==> config.mk <==
export PLATFORM = sky130hd
export DESIGN_NAME = coin_acceptor
export DESIGN_NICKNAME = d
export VERILOG_FILES = /design/src/rtl/coin_pkg.sv /design/src/rtl/coin_sync.sv /design/src/rtl/coin_acceptor.sv
export SDC_FILE = /design/constraint.sdc
export NUM_CORES = 1
export LEC_CHECK = 0
export ABC_CLOCK_PERIOD_IN_PS = 1800
export BUFFER_PORTS_ARGS = -buffer_cell sky130_fd_sc_hd__buf_2
export CAP_MARGIN = 20
export CORE_MARGIN = 1.5
export CORE_UTILIZATION = 51
export CTS_BUF_LIST = sky130_fd_sc_hd__clkbuf_4 sky130_fd_sc_hd__clkbuf_8 sky130_fd_sc_hd__clkbuf_16
export DETAILED_ROUTE_END_ITERATION = 10
export MAX_ROUTING_LAYER = met4
export PLACE_DENSITY = 0.73
export SYNTH_ARGS = -nofsm -noshare
export SYNTH_HDL_FRONTEND = slang
export SYNTH_SLANG_ARGS = --single-unit
==> constraint.sdc <==
create_clock -name clk -period 1.8 [get_ports clk]
set_input_delay 0.54 -clock clk [delete_from_list [all_inputs] [get_ports clk]]
set_output_delay 0.54 -clock clk [all_outputs]
set_load 0.005 [all_outputs]
==> src/rtl/coin_pkg.sv <==
// Shared types and constants for the coin acceptor: FSM states, held coin type,
// debounce default and a saturating counter helper.
package coin_pkg;

  localparam int unsigned DebounceDefault = 4;
  localparam int unsigned CntW            = 4;

  typedef enum logic [2:0] {
    StIdle,
    StSettle,
    StIssue,
    StReject,
    StRelease
  } state_e;

  // Encoding matches the {s10, s5} sample pattern so a held type compares directly.
  typedef enum logic [1:0] {
    CoinNone = 2'b00,
    CoinC5   = 2'b01,
    CoinC10  = 2'b10
  } coin_e;

  function automatic logic [CntW-1:0] sat_inc(input logic [CntW-1:0] cnt);
    return (cnt == {CntW{1'b1}}) ? cnt : cnt + 1'b1;
  endfunction

endpackage

==> src/rtl/coin_sync.sv <==
// Two-flop synchronizer for one asynchronous sensor line.
module coin_sync (
  input  logic clk,
  input  logic rst,
  input  logic d,
  output logic q
);

  logic r_meta;
  logic r_q;

  always_ff @(posedge clk or negedge rst) begin
    if (!rst) begin
      r_meta <= 1'b0;
      r_q    <= 1'b0;
    end else begin
      r_meta <= d;
      r_q    <= r_meta;
    end
  end

  assign q = r_q;

endmodule

==> src/rtl/coin_acceptor.sv <==
// Coin acceptor: debounces two synchronized coin sensors and issues one credit or
// reject pulse per insertion, then waits for the slot to stay clear.
module coin_acceptor
  import coin_pkg::*;
#(
  parameter int unsigned DEBOUNCE = DebounceDefault
) (
  input  logic clk,
  input  logic rst,
  input  logic sense5_raw,
  input  logic sense10_raw,
  input  logic inhibit,
  output logic coin5,
  output logic coin10,
  output logic reject,
  output logic busy
);

  localparam logic [CntW-1:0] DebCnt = CntW'(DEBOUNCE);

  logic            w_s5;
  logic            w_s10;
  logic [1:0]      w_pat;
  state_e          r_state;
  coin_e           r_type;
  logic [CntW-1:0] r_cnt;
  logic            r_coin5;
  logic            r_coin10;
  logic            r_reject;
  logic            r_busy;

  coin_sync u_sync5 (
    .clk (clk),
    .rst (rst),
    .d   (sense5_raw),
    .q   (w_s5)
  );

  coin_sync u_sync10 (
    .clk (clk),
    .rst (rst),
    .d   (sense10_raw),
    .q   (w_s10)
  );

  assign w_pat = {w_s10, w_s5};

  always_ff @(posedge clk or negedge rst) begin
    if (!rst) begin
      r_state  <= StIdle;
      r_type   <= CoinNone;
      r_cnt    <= '0;
      r_coin5  <= 1'b0;
      r_coin10 <= 1'b0;
      r_reject <= 1'b0;
      r_busy   <= 1'b0;
    end else begin
      r_coin5  <= 1'b0;
      r_coin10 <= 1'b0;
      r_reject <= 1'b0;
      r_busy   <= 1'b1;
      unique case (r_state)
        StIdle: begin
          r_cnt  <= '0;
          r_busy <= 1'b0;
          if (w_pat == 2'b11) begin
            r_state  <= StReject;
            r_type   <= CoinNone;
            r_reject <= 1'b1;
            r_busy   <= 1'b1;
          end else if (w_pat != 2'b00) begin
            r_state <= StSettle;
            r_type  <= coin_e'(w_pat);
            r_cnt   <= CntW'(1);
            r_busy  <= 1'b1;
          end
        end
        StSettle: begin
          if (w_pat == 2'b00) begin
            // Glitch: coin never qualified, return silently.
            r_state <= StIdle;
            r_type  <= CoinNone;
            r_cnt   <= '0;
            r_busy  <= 1'b0;
          end else if (w_pat != r_type) begin
            r_state  <= StReject;
            r_reject <= 1'b1;
          end else if (r_cnt == DebCnt) begin
            if (!inhibit) begin
              r_state  <= StIssue;
              r_coin5  <= (r_type == CoinC5);
              r_coin10 <= (r_type == CoinC10);
            end else begin
              r_state  <= StReject;
              r_reject <= 1'b1;
            end
          end else begin
            r_cnt <= sat_inc(r_cnt);
          end
        end
        StIssue, StReject: begin
          r_state <= StRelease;
          r_cnt   <= '0;
        end
        StRelease: begin
          if (r_cnt == DebCnt) begin
            r_state <= StIdle;
            r_type  <= CoinNone;
            r_cnt   <= '0;
            r_busy  <= 1'b0;
          end else if (w_pat != 2'b00) begin
            r_cnt <= '0;
          end else begin
            r_cnt <= sat_inc(r_cnt);
          end
        end
        default: begin
          r_state <= StIdle;
          r_type  <= CoinNone;
          r_cnt   <= '0;
          r_busy  <= 1'b0;
        end
      endcase
    end
  end

  assign coin5  = r_coin5;
  assign coin10 = r_coin10;
  assign reject = r_reject;
  assign busy   = r_busy;

endmodule

==> results of run 1 <==
==> layout make-up <==
class	count	area, um^2
Clock buffer	4	30.03
Fill cell	151	580.6
Inverter	10	37.54
Multi-Input combinational cell	66	503.0
Sequential cell	17	425.4
Tap cell	25	31.28
Timing Repair Buffer	21	137.6
==> final timing paths <==
check | startpoint | endpoint | cells past startpoint
max | u_sync5.q | coin10 | 5
min | rst | coin10 | 1
max reg2reg | u_sync5.q | coin10 | 5
min reg2reg | u_sync5.r_meta | u_sync5.q | 0
max in group asynchronous | rst | r_cnt[1] | 1
min in group clk | sense5_raw | u_sync5.r_meta | 1
==> per-layer routing <==
layer	share of wire	track usage	wire length [um]	vias to the layer above
li1	-	-	-	386
met1	0.44	0.3015	856	363
met2	0.50	0.3444	962	34
met3	0.050	0.02353	97	5
met4	0.014	0.08000	27	0
met5	0	-	0	-
==> per-stage QoR <==
stage,utilization,worst slack [ps],setup TNS (ps),hold slack (ps),area [um^2]
CTS,0.6573,-47.31,-90.67,153.7,1147
floorplan,-,-130.5,-354.1,244.4,978.4
global route,0.6674,-128.4,-494.5,163.8,1165
global placement,0.6358,6.775,0,339.5,1110
detailed placement,0.6358,-41.05,-78.16,342.6,1110
finish,0.6674,-58.83,-134.2,133.3,1165
==> repair_timing <==
item | CTS | global route
buffers inserted | 1 | 1
setup endpoints to repair | 4 | 6
resized for setup | 0 | 2
pin swaps | 0 | 0
==> power by group through the flow <==
stage / logic [mW] / clock network (mW) / registers, mW
finish: 0.806 / 0.230 / 0.539
global route: 0.890 / 0.235 / 0.553
CTS: 0.773 / 0.230 / 0.534
detailed placement: 0.759 / 0 / 0.543
floorplan: 0.523 / 0 / 0.535
global placement: 0.735 / 0 / 0.539
==> worst register-to-register path: stages, from the launching register on <==
cell     delay, ps
dfrtp_1        380
inv_2           60
ha_4           160
or4b_4         550
or4_4          530
nor3_2         120
==> placed cells by master, fill, tap and decap left out, types with 2 or more instances in the layout <==
cell type,count
nand3b_1,2
ha_1,6
nand3_1,2
buf_4,13
o22ai_1,3
nor3_1,2
xnor2_1,2
a21oi_1,6
inv_1,8
a31oi_1,3
nor2_1,3
dfrtp_1,17
and3b_1,2
clkbuf_4,4
o21ai_1,3
nand2_1,10
buf_2,8
inv_2,2
mux2i_1,3
==> cell families after synthesis <==
logic type | synth area share
mux | 0.03109
buf+inv | 0.06218
simple gates | 0.1956
xor+xnor | 0.01814
flops | 0.4404
compound gates | 0.1619
fa+ha+maj | 0.09067
==> results.cfg, run 1 <==
[floorplan]
die_w_um = 46.52
io_pins = 9
core_area_um2 = 1745
die_h_um = 46.52
rows = 15
initial_utilization = 0.5534
die-area_um2 = 2164

[sta]
report.final.setup_viol = 4
worstMarginPinSlew_ps = 542.7
fmax_mhz = 538.0
finalHoldViolations = 0
fin_crit_sh = 1.033
fin_crit_ps = 1859
skew_ps = 5.644
relSlewSlack = 0.6354
drv_slew = 0
rsz0062_at_grt = true
setup_slack_ps = -58.83

[yosys]
synth_edf_count = 0
avgSynthCellArea_um2 = 9.958
ys.flop_type = dfrtp_1
synth.most_common_cell = dfrtp_1
syn_nets = 109
synth.area.top_cells = dfrtp_1 44%, ha_1 9.1%, inv_1 3.9%
yosys_warnings = 0
synth-seq-cells = 17
netlist_area_um2 = 965.9
yosysUniqueCellTypes = 33
yosysTopAreaCellShare = 0.4404
synthArstFlopShare = 1.000
synth_top_area_cell = dfrtp_1
synth_commonest_cells = 17 x dfrtp_1, 10 x inv_1, 10 x nand2_1
seq_area_frac_synth = 0.4404
syn_inst = 97

[layout]
drive_gt1_frac = 0.2881
largest-register = r_cnt
antenna_cells = 0
nets = 131
syn2layout_area_growth_pct = 20.60
largest_register_ffs = 4
top_regs = r_cnt: 4 flops, r_state: 3 flops, r_type: 2 flops
fin_cells = 143

[hold_path]
hold_class = in -> async

[critical_path]
worst_ep_required_time_ps = 2030
start_kind = register
max_stage_delay_ps = 550
slowest_stage = or4b_4
cp_top_family = simple AND/OR/NAND/NOR gates
arrival_ps = 2090
criticalPathCategory = reg -> reg
crit_path_cell_trace = inv_2 > ha_4 > or4b_4 > or4_4 > nor3_2
worstPathMaxFanout = 4
critPathBufInv = 1
endpoint_kind = register
rrSetupSlack_ps = -60

[clock_network]
cts_tree = built
worstSkewPairLatency_ps = 300
htreeDepth = 1
cts_buffers = 3
clockBufferDepth = 2
clock-sinks = 17
cts_root_buf = clkbuf_4
postCtsHoldBufs = 0
clk_pin_slew_ps = 100

[power_and_ir_drop]
clockPowerShare = 0.146
p_leak_nw = 0.5421
p_per_area_nw_per_um2 = 1352
intPower_uw = 931.6
power_frac_seq = 0.342
ir_worst_vdd_mv = 0.9972
total_switching_power_uw = 643.2
p_total_mw = 1.575
combPwrFrac = 0.512
swShare = 0.4084

[drt]
drt-total-wl_um = 1943
ant_nets = 0
via_per_inst = 5.510
dr.pass1.iters = 4
routedWlPerCell_um = 13.59
num_vias = 788
drc_errors = 0
drt_iter0_markers = 20

[outcome]
violations = setup timing
status = finished with violations

[global_route]
track_usage = 0.2229
overflow = 0
antenna_found_initial = 0
grt_pass1_wl_um = 3236
grt_max_degree = 18
grt_pass1_vias = 749

[place]
port_buffers = 8
dp_hpwl_um = 1444
dp_cells = 137
gp_congestion = 0.9177

[run]
maxCapViolations = 0
Power figures use the tool's default switching activity.
==> run 2, diff against run 1 <==
==> constraint.sdc (replaced) <==
create_clock -name clk -period 1.8 [get_ports clk]
set_input_delay 0.36 -clock clk [delete_from_list [all_inputs] [get_ports clk]]
set_output_delay 0.36 -clock clk [all_outputs]
set_load 0.005 [all_outputs]
==> run 2 against run 1 <==
The flow still finishes with violations (setup timing). Largest power group unchanged. Via count grew 0.51%. Sequential share of layout area is 0.31 points lower. Combinational power about the same. Design area up 0.86%. Count of clock-buffer cells in the layout did not move.
==> results.cfg, run 2 (synthesis gave the netlist of run 1 again) <==
[global_route]
grt_pass1_vias = 749
overflow = 0
grt_max_degree = 18
grt_pass1_wl_um = 3236
track_usage = 0.2229
antenna_found_initial = 0

[outcome]
violations = setup timing
status = finished with violations

[sta]
rsz0062_at_grt = true
setup-tns-final_ps = -131.8
fin_crit_sh = 1.033
report.final.setup_viol = 4
finalHoldViolations = 0
fin_crit_ps = 1859
setup_slack_ps = -58.50
worstMarginPinSlew_ps = 533.6
fmax_mhz = 538.1
relSlewSlack = 0.6415
skew_ps = 4.270
drv_slew = 0

[power_and_ir_drop]
ir_worst_vdd_mv = 0.9923
combPwrFrac = 0.513
total_switching_power_uw = 641.1
clockPowerShare = 0.144
swShare = 0.4073
power_frac_seq = 0.343
p_leak_nw = 0.5463
p_per_area_nw_per_um2 = 1340
intPower_uw = 933.0

[layout]
largest_register_ffs = 4
syn2layout_area_growth_pct = 21.63
seq_area_um2 = 425.4
most-common-layout-cells = 17 x dfrtp_1, 13 x buf_4, 10 x nand2_1
nets = 132
antenna_cells = 0
top_regs = r_cnt: 4 flops, r_state: 3 flops, r_type: 2 flops
drive_gt1_frac = 0.2857
fillers = 150
largest-register = r_cnt
multi_input_area_um2 = 503.0
final_common_cell = dfrtp_1

[drt]
via_per_inst = 5.500
drt-total-wl_um = 1953
dr.pass1.iters = 4
drt_iter0_markers = 20
drc_errors = 0
routedWlPerCell_um = 13.56
num_vias = 792
ant_nets = 0

[clock_network]
cts_tree = built
clockBufferDepth = 2
worstSkewPairLatency_ps = 300
cts_root_buf = clkbuf_4
clk_pin_slew_ps = 100
cts_buffers = 3
clock-sinks = 17
htreeDepth = 1

[place]
port_buffers = 8
preCtsSetupSlack_ps = -41.05
dp_hpwl_um = 1444
gp_congestion = 0.9177

[critical_path]
worstPathMaxFanout = 4
criticalPathCategory = reg -> reg
worst_ep_required_time_ps = 2030
endpoint_kind = register
slowest_stage = or4b_4
max_stage_delay_ps = 550
crit_path_cell_trace = inv_2 > ha_4 > or4b_4 > or4_4 > nor3_2
start_kind = register
arrival_ps = 2090

[floorplan]
die-area_um2 = 2164
die_w_um = 46.52
die_h_um = 46.52
rows = 15
core_area_um2 = 1745
io_pins = 9
initial_utilization = 0.5534

[run]
maxCapViolations = 0

[hold_path]
hold_class = in -> reg
==> run 2: worst paths after layout <==
kind                                      from             end  slack [ps]  depth (start not counted)
worst min-delay path                sense5_raw  u_sync5.r_meta         160                          1
min in group asynchronous                  rst          coin10         500                          2
worst min register to register  u_sync5.r_meta       u_sync5.q         360                          0
worst max register to register       u_sync5.q          coin10         -60                          5
worst max-delay path                 u_sync5.q          coin10         -60                          5
max in group asynchronous                  rst        r_cnt[1]        1040                          2
==> run 2: critical path, delay by kind of cell, from the launching register on <==
family	cells	cell delay (ps)
flip-flops	1	370
AND/OR/NAND/NOR	3	1200
adder cells (fa/ha/maj)	1	160
buffers and inverters	1	60
==> run 2: power groups by stage <==
stage | clock network, mW | registers [mW] | logic [mW]
2_1_floorplan | 0 | 0.535 | 0.523
3_3_place_gp | 0 | 0.539 | 0.735
3_5_place_dp | 0 | 0.543 | 0.759
4_1_cts | 0.230 | 0.534 | 0.775
5_1_grt | 0.235 | 0.553 | 0.892
6_report | 0.227 | 0.540 | 0.807
==> run 2: layer usage <==
metal	routed length, um	vias up	GRT usage
met2	965	38	0.3444
met3	105	5	0.02353
met4	25	0	0.08000
met5	0	-	-
met1	857	360	0.3015
li1	-	389	-
==> run 2: stage by stage <==
| stage | instances | instance area (um^2) | util | hold WS [ps] | power [mW] |
|---|---|---|---|---|---|
| after floorplan | 97 | 978.4 | - | 64.41 | 1.059 |
| after global placement | 137 | 1110 | 0.6358 | 293.8 | 1.274 |
| after detailed placement | 137 | 1110 | 0.6358 | 297.2 | 1.302 |
| final | 144 | 1175 | 0.6731 | 162.3 | 1.574 |
| after CTS | 143 | 1157 | 0.6631 | 160.9 | 1.539 |
| after global routing | 144 | 1175 | 0.6731 | 155.7 | 1.681 |
==> run 2: cell type report <==
type	instances	share of cell area
multi-input cells	66	0.4281
flip-flops and latches	17	0.3621
repair buffers	22	0.1257
inverters	10	0.03195
well taps	25	0.02662
clock buffers	4	0.02556
==> run 2: timing repair <==
action,in CTS,in global routing
setup buffers,1,1
hold endpoints to repair,17,0
hold buffers,1,0
gates resized for setup,0,2
setup endpoints to repair,4,6
==> run 3, diff against run 2 <==
--- a/config.mk
+++ b/config.mk
@@ -5,6 +5,7 @@
 export SDC_FILE = /design/constraint.sdc
 export NUM_CORES = 1
 export LEC_CHECK = 0
+export ABC_AREA = 1
 export ABC_CLOCK_PERIOD_IN_PS = 1800
 export BUFFER_PORTS_ARGS = -buffer_cell sky130_fd_sc_hd__buf_2
 export CAP_MARGIN = 20
==> run 3 against run 2 <==
The flow now finishes without violations. Die area up 1.8%. Critical path depth up 2. Worst hold slack worse by 5.0 ps. Largest cell class unchanged. Power down 9.7%. Register-to-register slack better by 340 ps. Setup slack better by 340 ps. Sequential share of layout area up 2.6 points. Design area down 6.7%. Via count down 4.5%. Maximum frequency up 23%.
==> results.cfg, run 3 <==
[drt]
routedWlPerCell_um = 11.31
num_vias = 756
drt_iter0_markers = 10
drt-total-wl_um = 1708
via_per_inst = 5.007
ant_nets = 0
dr.pass1.iters = 4
drc_errors = 0

[yosys]
synth-seq-cells = 17
ys.flop_type = dfrtp_1
synthArstFlopShare = 1.000
syn_inst = 113
yosysUniqueCellTypes = 24
synth_top_area_cell = dfrtp_1
seq_area_frac_synth = 0.4320
synth.most_common_cell = nand2_1
syn_nets = 125
avgSynthCellArea_um2 = 8.714
synth_edf_count = 0
yosys_warnings = 0
synth.area.top_cells = dfrtp_1 43%, nand2_1 11%, ha_1 8.9%
synth_commonest_cells = 30 x nand2_1, 17 x dfrtp_1, 11 x inv_1
netlist_area_um2 = 984.7
yosysTopAreaCellShare = 0.4320

[hold_path]
hold_class = in -> reg

[layout]
syn2layout_area_growth_pct = 11.31
fin_cells = 151
multi_input_area_um2 = 489.2
fillers = 161
final_common_cell = nand2_1
seq_area_um2 = 425.4
most-common-layout-cells = 30 x nand2_1, 17 x dfrtp_1, 11 x inv_1
nets = 139
antenna_cells = 0
drive_gt1_frac = 0.2778
design_area_um2 = 1096
largest-register = r_cnt
top_regs = r_cnt: 4 flops, r_state: 3 flops, r_type: 2 flops
largest_register_ffs = 4

[critical_path]
worstPathMaxFanout = 6
slowest_stage = dfrtp_1
start_kind = register
crit_path_cell_trace = inv_1 > ha_1 > nor2_8 > a21oi_1 > nand2_2 > nand2_1 > o21ai_1
max_stage_delay_ps = 450
endpoint_kind = register
arrival_ps = 1710
criticalPathCategory = reg -> reg
worst_ep_required_time_ps = 1990

[sta]
fin_crit_ps = 1517
fmax_mhz = 659.2
finalHoldViolations = 0
setup-tns-final_ps = 0
fin_crit_sh = 0.8427
skew_ps = 5.477
relSlewSlack = 0.7550
worstMarginPinSlew_ps = 367.4
rsz0062_at_grt = false
report.final.setup_viol = 0
drv_slew = 0

[floorplan]
rows = 15
core_area_um2 = 1764
die-area_um2 = 2203
initial_utilization = 0.5582
io_pins = 9
die_h_um = 46.94
die_w_um = 46.94

[clock_network]
cts_root_buf = clkbuf_4
cts_tree = built
clockBufferDepth = 2
clock-sinks = 17
htreeDepth = 1
worstSkewPairLatency_ps = 300
cts_buffers = 3
clk_pin_slew_ps = 100

[global_route]
track_usage = 0.2082
antenna_found_initial = 0
use_met1 = 0.2530
use_met3 = 0.07308
overflow = 0
grt_pass1_wl_um = 3036
grt_pass1_vias = 705
use_met2 = 0.3260
grt_max_degree = 18
grt_busiest_layer = met2

[place]
dp_hpwl_um = 1348
place_area_um2 = 1056
gp_congestion = 0.8302
dp_cells = 146
port_buffers = 8

[power_and_ir_drop]
intPower_uw = 817.1
combPwrFrac = 0.453
p_leak_nw = 0.5883
ir_worst_vdd_mv = 0.8110
power_frac_seq = 0.390
swShare = 0.4251
clockPowerShare = 0.157
p_per_area_nw_per_um2 = 1297
total_switching_power_uw = 604.2

[run]
maxCapViolations = 0

[outcome]
status = completed
## run 3: changes by cell type after synthesis, sizes merged, moves of 3 or more
cell	previous run	this run
nand3	2	10
mux2i	3	0
nand2	10	36
nor2	3	7
a31oi	3	0
clkbuf	3	0
o22ai	3	0
inv	10	18
## run 3: cell families (layout without fill, tap and decap cells)
family / after synthesis / in the layout / synth area share
adder cells (fa/ha/maj): 7 / 7 / 0.08894
AO/OA/AOI/OAI: 11 / 11 / 0.06479
flip-flops: 17 / 17 / 0.4320
AND/OR/NAND/NOR: 58 / 58 / 0.3177
buffers and inverters: 18 / 31 / 0.07116
XOR/XNOR: 2 / 2 / 0.02542
## run 3: power by group through the flow
stage                     Combinational, mW  Clock (mW)  Sequential, mW
after floorplan                       0.511           0           0.550
after global placement                0.631           0           0.560
after detailed placement              0.643           0           0.560
after CTS                             0.647       0.235           0.555
after global routing                  0.736       0.245           0.570
final                                 0.643       0.224           0.554
## run 3: cell type report
cell class                 instances  area share
timing repair buffer               9     0.04566
inverter                          18     0.06393
multi-input combinational         78      0.4463
clock buffer                       4     0.02740
sequential                        17      0.3881
tap                               25     0.02854
## run 3: worst paths after layout
| path | startpoint | endpoint | slack (ps) | cells after the start |
|---|---|---|---|---|
| max | u_sync5.q | r_type[0] | 280 | 7 |
| min | sense10_raw | u_sync10.r_meta | 160 | 1 |
| max reg2reg | u_sync5.q | r_type[0] | 280 | 7 |
| min reg2reg | u_sync10.r_meta | u_sync10.q | 360 | 0 |
| max in group asynchronous | rst | r_cnt[3] | 1030 | 2 |
| min in group asynchronous | rst | r_cnt[2] | 500 | 2 |
## run 3: layer usage
layer  share of wire  wire [um]
met1            0.46        785
met2            0.49        842
met3           0.036         61
met4           0.011         19
met5               0          0
## run 3: critical path, delay by kind of cell (launching register included)
kind	cells	cell delay [ps]
buf+inv	1	130
simple gates	3	270
flops	1	450
compound gates	2	260
fa+ha+maj	1	300
## run 3: through the flow
step	total power [mW]	worst slack (ps)	hold slack [ps]	util
global route	1.551	134.9	148.7	0.6213
global placement	1.191	339.7	296.2	0.5986
finish	1.421	283.1	157.3	0.6213
CTS	1.437	276.1	147.3	0.6213
detailed placement	1.203	292.3	299.6	0.5986
floorplan	1.061	429.5	64.41	-
## run 3: timing repair
item,in CTS,in global routing
hold buffers,1,0
buffers inserted,0,0
resized for setup,0,0
endpoints found under the hold margin,17,0
